==> config.mk <==
export PLATFORM = sky130hd
export DESIGN_NAME = top_uart_tx_dzj
export DESIGN_NICKNAME = d
export VERILOG_FILES = /design/src/rtl/top_uart_tx_dzj.sv
export SDC_FILE = /design/constraint.sdc
export NUM_CORES = 1
export LEC_CHECK = 0
export BUFFER_PORTS_ARGS = -buffer_cell sky130_fd_sc_hd__buf_4
export CAP_MARGIN = 0
export CORE_UTILIZATION = 46
export DETAILED_ROUTE_END_ITERATION = 10
export PLACE_DENSITY = 0.62
export SLEW_MARGIN = 40
export SYNTH_ARGS = -nofsm -noshare
export SYNTH_HDL_FRONTEND = slang
export SYNTH_SLANG_ARGS = --single-unit
==> constraint.sdc <==
create_clock -name clk -period 5 [get_ports clk]
set_clock_uncertainty 0.2 [all_clocks]
set_input_delay 0.5 -clock clk [delete_from_list [all_inputs] [get_ports clk]]
set_output_delay 0.5 -clock clk [all_outputs]
set_load 0.03 [all_outputs]
==> src/rtl/top_uart_tx_dzj.sv <==
// top_uart_tx_dzj: key-press to 8N1 UART transmitter (optional debounce via KEY_DEBOUNCE_EN)
module top_uart_tx_dzj #(
    parameter int CLK_FREQ = 50_000_000,
    parameter int BAUD = 9600,
    parameter logic [7:0] CODE0 = 8'h31,
    parameter logic [7:0] CODE1 = 8'h32,
    parameter logic [7:0] CODE2 = 8'h33,
    parameter logic [7:0] CODE3 = 8'h34
`ifdef KEY_DEBOUNCE_EN
    ,
    parameter int DEBOUNCE_CYCLES = 1_000_000
`endif
) (
    input  logic       clk,
    input  logic       rst_n,
    input  logic [3:0] in_key_en,
    output logic       RX232,
    output logic       over_rx
);
    localparam int BAUD_DIV = CLK_FREQ / BAUD;
    localparam int CW = $clog2(BAUD_DIV + 1);

    typedef enum logic [1:0] {IDLE, START, DATA, STOP} state_t;

    state_t state, state_n;
    logic [CW-1:0] cnt, cnt_n;
    logic [2:0] bit_idx, bit_n;
    logic [7:0] sh, sh_n;
    logic tx_n, over_n;
    logic [3:0] s1, s2, s3, lvl, rise;
    logic [7:0] code;
    logic last;

    // two-flop synchronizer for the asynchronous key inputs
    always_ff @(posedge clk) begin
        if (rst_n) begin
            s1 <= '0;
            s2 <= '0;
        end else begin
            s1 <= in_key_en;
            s2 <= s1;
        end
    end

`ifdef KEY_DEBOUNCE_EN
    localparam int DW = $clog2(DEBOUNCE_CYCLES + 1);
    genvar i;
    for (i = 0; i < 4; i++) begin : g_deb
        logic [DW-1:0] dcnt;
        // level follows s2 only after it has differed for DEBOUNCE_CYCLES clocks
        always_ff @(posedge clk) begin
            if (rst_n) begin
                dcnt <= '0;
                lvl[i] <= 1'b0;
            end else if (s2[i] == lvl[i]) begin
                dcnt <= '0;
            end else if (dcnt == DW'(DEBOUNCE_CYCLES - 1)) begin
                dcnt <= '0;
                lvl[i] <= s2[i];
            end else begin
                dcnt <= dcnt + DW'(1);
            end
        end
    end
`else
    assign lvl = s2;
`endif

    // history flop; cleared at reset so a key held through reset fires once
    always_ff @(posedge clk) begin
        if (rst_n) s3 <= '0;
        else s3 <= lvl;
    end

    assign rise = lvl & ~s3;
    assign code = rise[0] ? CODE0 : rise[1] ? CODE1 : rise[2] ? CODE2 : CODE3;
    assign last = cnt == CW'(BAUD_DIV - 1);

    // FSM and datapath registers; outputs are registered
    always_ff @(posedge clk) begin
        if (rst_n) begin
            state <= IDLE;
            cnt <= '0;
            bit_idx <= '0;
            sh <= '0;
            RX232 <= 1'b1;
            over_rx <= 1'b0;
        end else begin
            state <= state_n;
            cnt <= cnt_n;
            bit_idx <= bit_n;
            sh <= sh_n;
            RX232 <= tx_n;
            over_rx <= over_n;
        end
    end

    // next-state logic: baud counter clears on every state change
    always_comb begin
        state_n = state;
        cnt_n = cnt + CW'(1);
        bit_n = bit_idx;
        sh_n = sh;
        tx_n = RX232;
        over_n = 1'b0;
        case (state)
            IDLE: begin
                cnt_n = '0;
                tx_n = 1'b1;
                if (|rise) begin
                    state_n = START;
                    tx_n = 1'b0;
                    sh_n = code;
                end
            end
            START: if (last) begin
                state_n = DATA;
                cnt_n = '0;
                bit_n = '0;
                tx_n = sh[0];
            end
            DATA: if (last) begin
                cnt_n = '0;
                if (bit_idx == 3'd7) begin
                    state_n = STOP;
                    tx_n = 1'b1;
                end else begin
                    bit_n = bit_idx + 3'd1;
                    sh_n = sh >> 1;
                    tx_n = sh[1];
                end
            end
            STOP: if (last) begin
                state_n = IDLE;
                cnt_n = '0;
                tx_n = 1'b1;
                over_n = 1'b1;
            end
            default: state_n = IDLE;
        endcase
    end
endmodule

Yosys cells after proc, flatten, opt, wreduce, memory -nomap -nowiden. Cells that the tools add are included.

Input port bits: 6. Bits in registers: 40.

Add/subtract/negate cells: 2. Bitwise logic cells: 3. Reductions and logical operators: 10. Mux-type cells: 26. Eq/ne operators: 11.

Operators by type and width (count): 13-bit case mux with 2 select lines (1); 8-bit two-way mux (3); 3-bit two-way mux (6); 8-bit case mux with 2 select lines (1); 13-bit by 1-bit adder with 13-bit output (second input constant) (1); 13-bit == test (second input constant) (1); 13-bit two-way mux (1); 2-bit != test (second input constant) (6); 2-bit two-way mux (5); 2-bit case mux with 4 select lines (1); 4-bit AND reduction (2); 1-bit two-way mux (6); 3-bit case mux with 2 select lines (1); 5-bit AND reduction (1); 4-bit AND (1); 2-bit == test (second input constant) (2); 4-bit inverter (1); 1-bit case mux with 4 select lines (1); 2-bit nonzero test (2); 4-bit OR reduction (1); 3-bit by 1-bit adder with 3-bit output (second input constant) (1); 3-bit == test (second input constant) (1); 3-bit AND reduction (1); 3-bit OR reduction (1); other kinds (4) (4).

Logic depth before layout (Yosys ltp).
Depth after elaboration: 7. Mapped depth: 7.

Worst setup path before layout. OpenSTA, ideal clock, no wires.

Kind: flip-flop to flip-flop. Start point: register cnt[0]. End point: register sh[4]. Library setup time: 0.119 ns. Slack: 3.288 ns. Data required time: 4.681 ns. Stages on the path, launching flop included: 7. Arrival time: 1.393 ns. Period minus slack after synthesis: 1.712 ns. Buffers on the path: 0. Cells stage by stage: dfxtp_1 ha_1 and2_1 and4_2 and3_1 nand2_1 o221a_2.

Cells in the longest elaborated chain, start to end: 3.

Ends and longest elaborated chain: start, declared (RTL line 26) `logic [CW-1:0] cnt, cnt_n;`; start signal, assigned (RTL line 90) `cnt <= cnt_n;`; 13-bit == test (RTL line 77) `assign last = cnt == CW'(BAUD_DIV - 1);`; 2-bit != test (no source line); 4-bit AND reduction (no source line); end signal, assigned (RTL line 92) `sh <= sh_n;`; end, declared (RTL line 28) `logic [7:0] sh, sh_n;`.

Every way passes these cells. A chain may end at the register's enable or synchronous reset.

Final worst setup path.
Start point: register state[0]. End point: register bit_idx[1].

Cells in the longest elaborated chain, start to end: 3. Elaborated cells between the ends (all ways): 8.

Ends and longest elaborated chain: start, declared (RTL line 25) `state_t state, state_n;`; start signal, assigned (RTL line 89) `state <= state_n;`; 2-bit == test or 2-bit by 1-bit == test with 1-bit output (tied branches) (RTL line 106) `case (state)`; 2-bit != test (no source line) or 2-bit nonzero test (tied branches); 4-bit AND reduction (no source line); end signal, assigned (RTL line 91) `bit_idx <= bit_n;`; end, declared (RTL line 27) `logic [2:0] bit_idx, bit_n;`.

Several ways; a longest one is shown, not always the timed one.

==> impl_metrics.py <==
metrics = {
    "sta": {
        "final_min_period_over_clock_period_pct": 40.3,
        "max_slew_margin_pct": 68.9,
        "hold_ws_ps": 166,
        "worst_pin_slew_ps": 466,
        "timing.final.max_slew_violations": 0,
        "setup-violations-final": 0,
        "final-hold-violation-count": 0,
        "fin_setup_tns_ps": 0,
        "finalCriticalPeriod_ps": 2010,
        "clock.fmax_mhz": 497,
        "grt_setup_unrepaired": "no",
    },
    "clock_tree": {
        "clock_insertion_delay_worst_skew_ps": 340,
        "postCtsResizedCells": 0,
        "setup_buffers_after_cts": 0,
        "cts_num_sinks": 38,
        "clkSlewWorstSetupHoldPaths_ps": 110,
        "cts.root.buffer_cell": "clkbuf_4",
        "holdBufCountCts": 0,
        "cts_buffers": 5,
        "tritoncts": "done",
        "ctsHtreeMaxLevel": 2,
        "cts-root-to-sink-buffers": 2,
    },
    "yosys": {
        "synth_compound_area_share_pct": 9.12,
        "synth_ff_type": "dfxtp_1",
        "syn_area_per_cell_sq_um": 9.58,
        "synth-seq-cells": 38,
        "synth_area_sq_um": 1690,
        "synth_top_family_by_area": "simple AND/OR/NAND/NOR gates",
        "synth-seq-area-share_pct": 45.1,
        "synth_xor_xnor_area_share_pct": 5.71,
        "yosys-mux-area-fraction_pct": 3.71,
        "count_of_distinct_cell_types_in_the_synthesized_netlist": 37,
        "ys_warn_count": 0,
        "net_count_of_the_mapped_netlist": 190,
        "synth-simple-area-share_pct": 27.9,
        "syn_inst": 176,
        "synth_enable_flop_cells": 0,
        "synth-adder-area-share_pct": 5.93,
        "synth_async_sr_flop_share_pct": 0,
    },
    "critical_path": {
        "cp.buffers_inverters": 1,
        "timing.critical_path.required_ps": 5040,
        "worst-r2r-setup-slack_ps": 2990,
        "r2r_cells": 6,
        "path_cells": "inv_1 > ha_1 > nand2_1 > a21oi_1 > mux2i_1 > nor2_1",
        "critPathLaunchType": "register",
        "path_class": "reg2reg",
        "cp_max_stage_delay_ps": 460,
        "setup.worst_path.end_class": "register",
        "worst_r2r_startpoint": "state[0]",
        "timing.critical_path.fanout_max": 17,
        "critical_path.reg2reg.endpoint": "bit_idx[1]",
        "worstPathArrival_ps": 2050,
        "critical_path.slowest_cell": "ha_1",
        "critical_path.top_delay_family": "adder cells",
    },
    "detailed_routing": {
        "dr.pass1.iters": 4,
        "remaining_drc_errors": 0,
        "dr_total_vias": 1176,
        "drt.antenna.violating_nets": 0,
        "detail_route.iter0.violations": 72,
        "routed_via_density": 5.05,
        "finalWirelength_um": 2750,
        "routedWlPerCell_um": 11.8,
    },
    "global_route": {
        "overall_fraction_of_global_route_tracks_in_use_pct": 16.0,
        "globalRoute.totalOverflow": 0,
        "grt_first_pass_wirelength_um": 4880,
        "grt_antenna_before_repair": 0,
        "number_of_global_route_vias_before_repair": 1104,
        "grt_start_max_net_pins": 24,
    },
    "min_path": {
        "min-delay-path-class": "in2reg",
        "worstHoldStart": "in_key_en[1]",
        "min_to": "s1[1]",
        "hold-path-cell-count": 2,
    },
    "power_and_ir_drop": {
        "switching_power_mw": 0.257,
        "power.share.combinational_pct": 31.9,
        "p_leak_nw": 0.729,
        "power.ir.vdd_worst_uv": 185,
        "switching_share_pct": 33.7,
        "pwr-share-seq_pct": 47.0,
        "clock_power_share_pct": 21.1,
        "power.density_nw_per_um2": 416,
        "intPower_mw": 0.505,
    },
    "layout": {
        "antenna-diode-count": 0,
        "multi_input_comb_area_sq_um": 883,
        "synthToLayoutAreaGrowth_pct": 8.68,
        "finish.instance_area_sq_um": 1830,
        "finalNetCount": 200,
        "final_layout_size_suffix_gt1_share_pct": 16.0,
        "number_of_non_filler_instances_in_the_completed_layout": 233,
        "area.sequential_sq_um": 761,
        "n_fill_cell": 317,
    },
    "floorplanning": {
        "fp.dieArea_sq_um": 3910,
        "initial_core_utilization_pct": 49.4,
        "width_of_the_die_um": 62.6,
        "rows": 21,
        "dieHeight_um": 62.6,
        "placeableCoreArea_sq_um": 3420,
        "boundaryPins": 8,
    },
    "place": {
        "gp_congestion": 0.808,
        "placedCellCount": 225,
        "dp_hpwl_um": 1980,
        "io_buffers": 7,
        "placed_area_sq_um": 1770,
    },
    "outcome": {
        "outcome": "finished, final reports clean",
    },
    "job": {
        "drv.max_cap_violation_count": 0,
    },
}
[synthesized netlist by cell type (all sizes together) (4+ instances only)]
cell type  instances  area, sq um
xor2               6         52.6
a21oi              5         25.0
nand3              5         25.0
dfxtp             38          761
o21ai              6         33.8
nor2b             16          100
xnor2              5         43.8
inv                5         18.8
mux2i              4         40.0
nor2              20         82.6
ha                 8          100
nand2             18         67.6
and2               4         26.3
and3              10         67.6
[cell families (layout without fill, tap and decap cells)]
group	Yosys count	in the layout
compound gates	20	20
mux	6	6
buf+inv	9	20
xor+xnor	11	11
fa+ha+maj	8	8
flops	38	38
simple gates	84	84
[flip-flops by register name, indices dropped and copies added, names as in the netlist]
register	flops
s1	4
s3	4
state	2
bit_idx	3
RX232	1
lvl	4
cnt	13
sh	6
over_rx	1
[stage by stage]
step | power, mW | util (%) | setup slack (ps)
6_report | 0.762 | 53.7 | 2990
5_1_grt | 0.816 | 53.7 | 2820
4_1_cts | 0.766 | 53.7 | 3000
3_5_place_dp | 0.603 | 51.9 | 3020
3_3_place_gp | 0.599 | 51.9 | 3090
2_1_floorplan | 0.557 | - | 3290
[final cells by class]
| class | instances | area share [%] |
|---|---|---|
| Clock buffer | 7 | 3.00 |
| Clock inverter | 1 | 0.273 |
| Inverter | 5 | 1.02 |
| Multi-Input combinational cell | 129 | 48.2 |
| Sequential cell | 38 | 41.5 |
| Tap cell | 46 | 3.14 |
| Timing Repair Buffer | 7 | 2.87 |
[worst max-delay path by stage]
| stage | endpoint | slack, ps | startpoint | cells after the start |
|---|---|---|---|---|
| 2_1_floorplan | sh[4] | 3290 | cnt[0] | 6 |
| 3_3_place_gp | bit_idx[2] | 3090 | state[0] | 6 |
| 3_5_place_dp | bit_idx[1] | 3020 | state[0] | 6 |
| 4_1_cts | bit_idx[1] | 3000 | state[0] | 6 |
| 5_1_grt | bit_idx[1] | 2820 | state[0] | 6 |
| 6_report | bit_idx[1] | 2990 | state[0] | 6 |
[metal layers]
layer	routed length, um	part of all wire [%]	track usage [%]	vias to the layer above
met5	0	0	0	-
met4	55	2.0	8.43	0
met3	124	4.5	5.11	8
met2	1140	42	23.2	23
met1	1420	52	20.9	530
li1	-	-	-	615
[layout by cell type, fill, tap and decap left out, drive strengths merged, types with 2 or more instances in the layout]
cell type / netlist / layout
and4bb: 2 / 2
mux2: 2 / 2
dfxtp: 38 / 38
xor2: 6 / 6
nand3: 5 / 5
clkbuf: 1 / 7
nand2b: 3 / 3
ha: 8 / 8
and3: 10 / 10
xnor2: 5 / 5
a211oi: 3 / 3
a21oi: 5 / 5
nor2: 20 / 20
o21ai: 6 / 6
nor2b: 16 / 16
nand2: 18 / 18
inv: 5 / 5
nand4: 2 / 2
buf: 3 / 7
mux2i: 4 / 4
and2: 4 / 4
[power by group through the flow]
stage	clock network (mW)	registers (mW)	logic (mW)
finish	0.161	0.358	0.243
global placement	0	0.364	0.235
detailed placement	0	0.365	0.239
floorplan	0	0.365	0.192
global route	0.186	0.362	0.268
CTS	0.167	0.358	0.241
(Power assumes the default switching activity.)
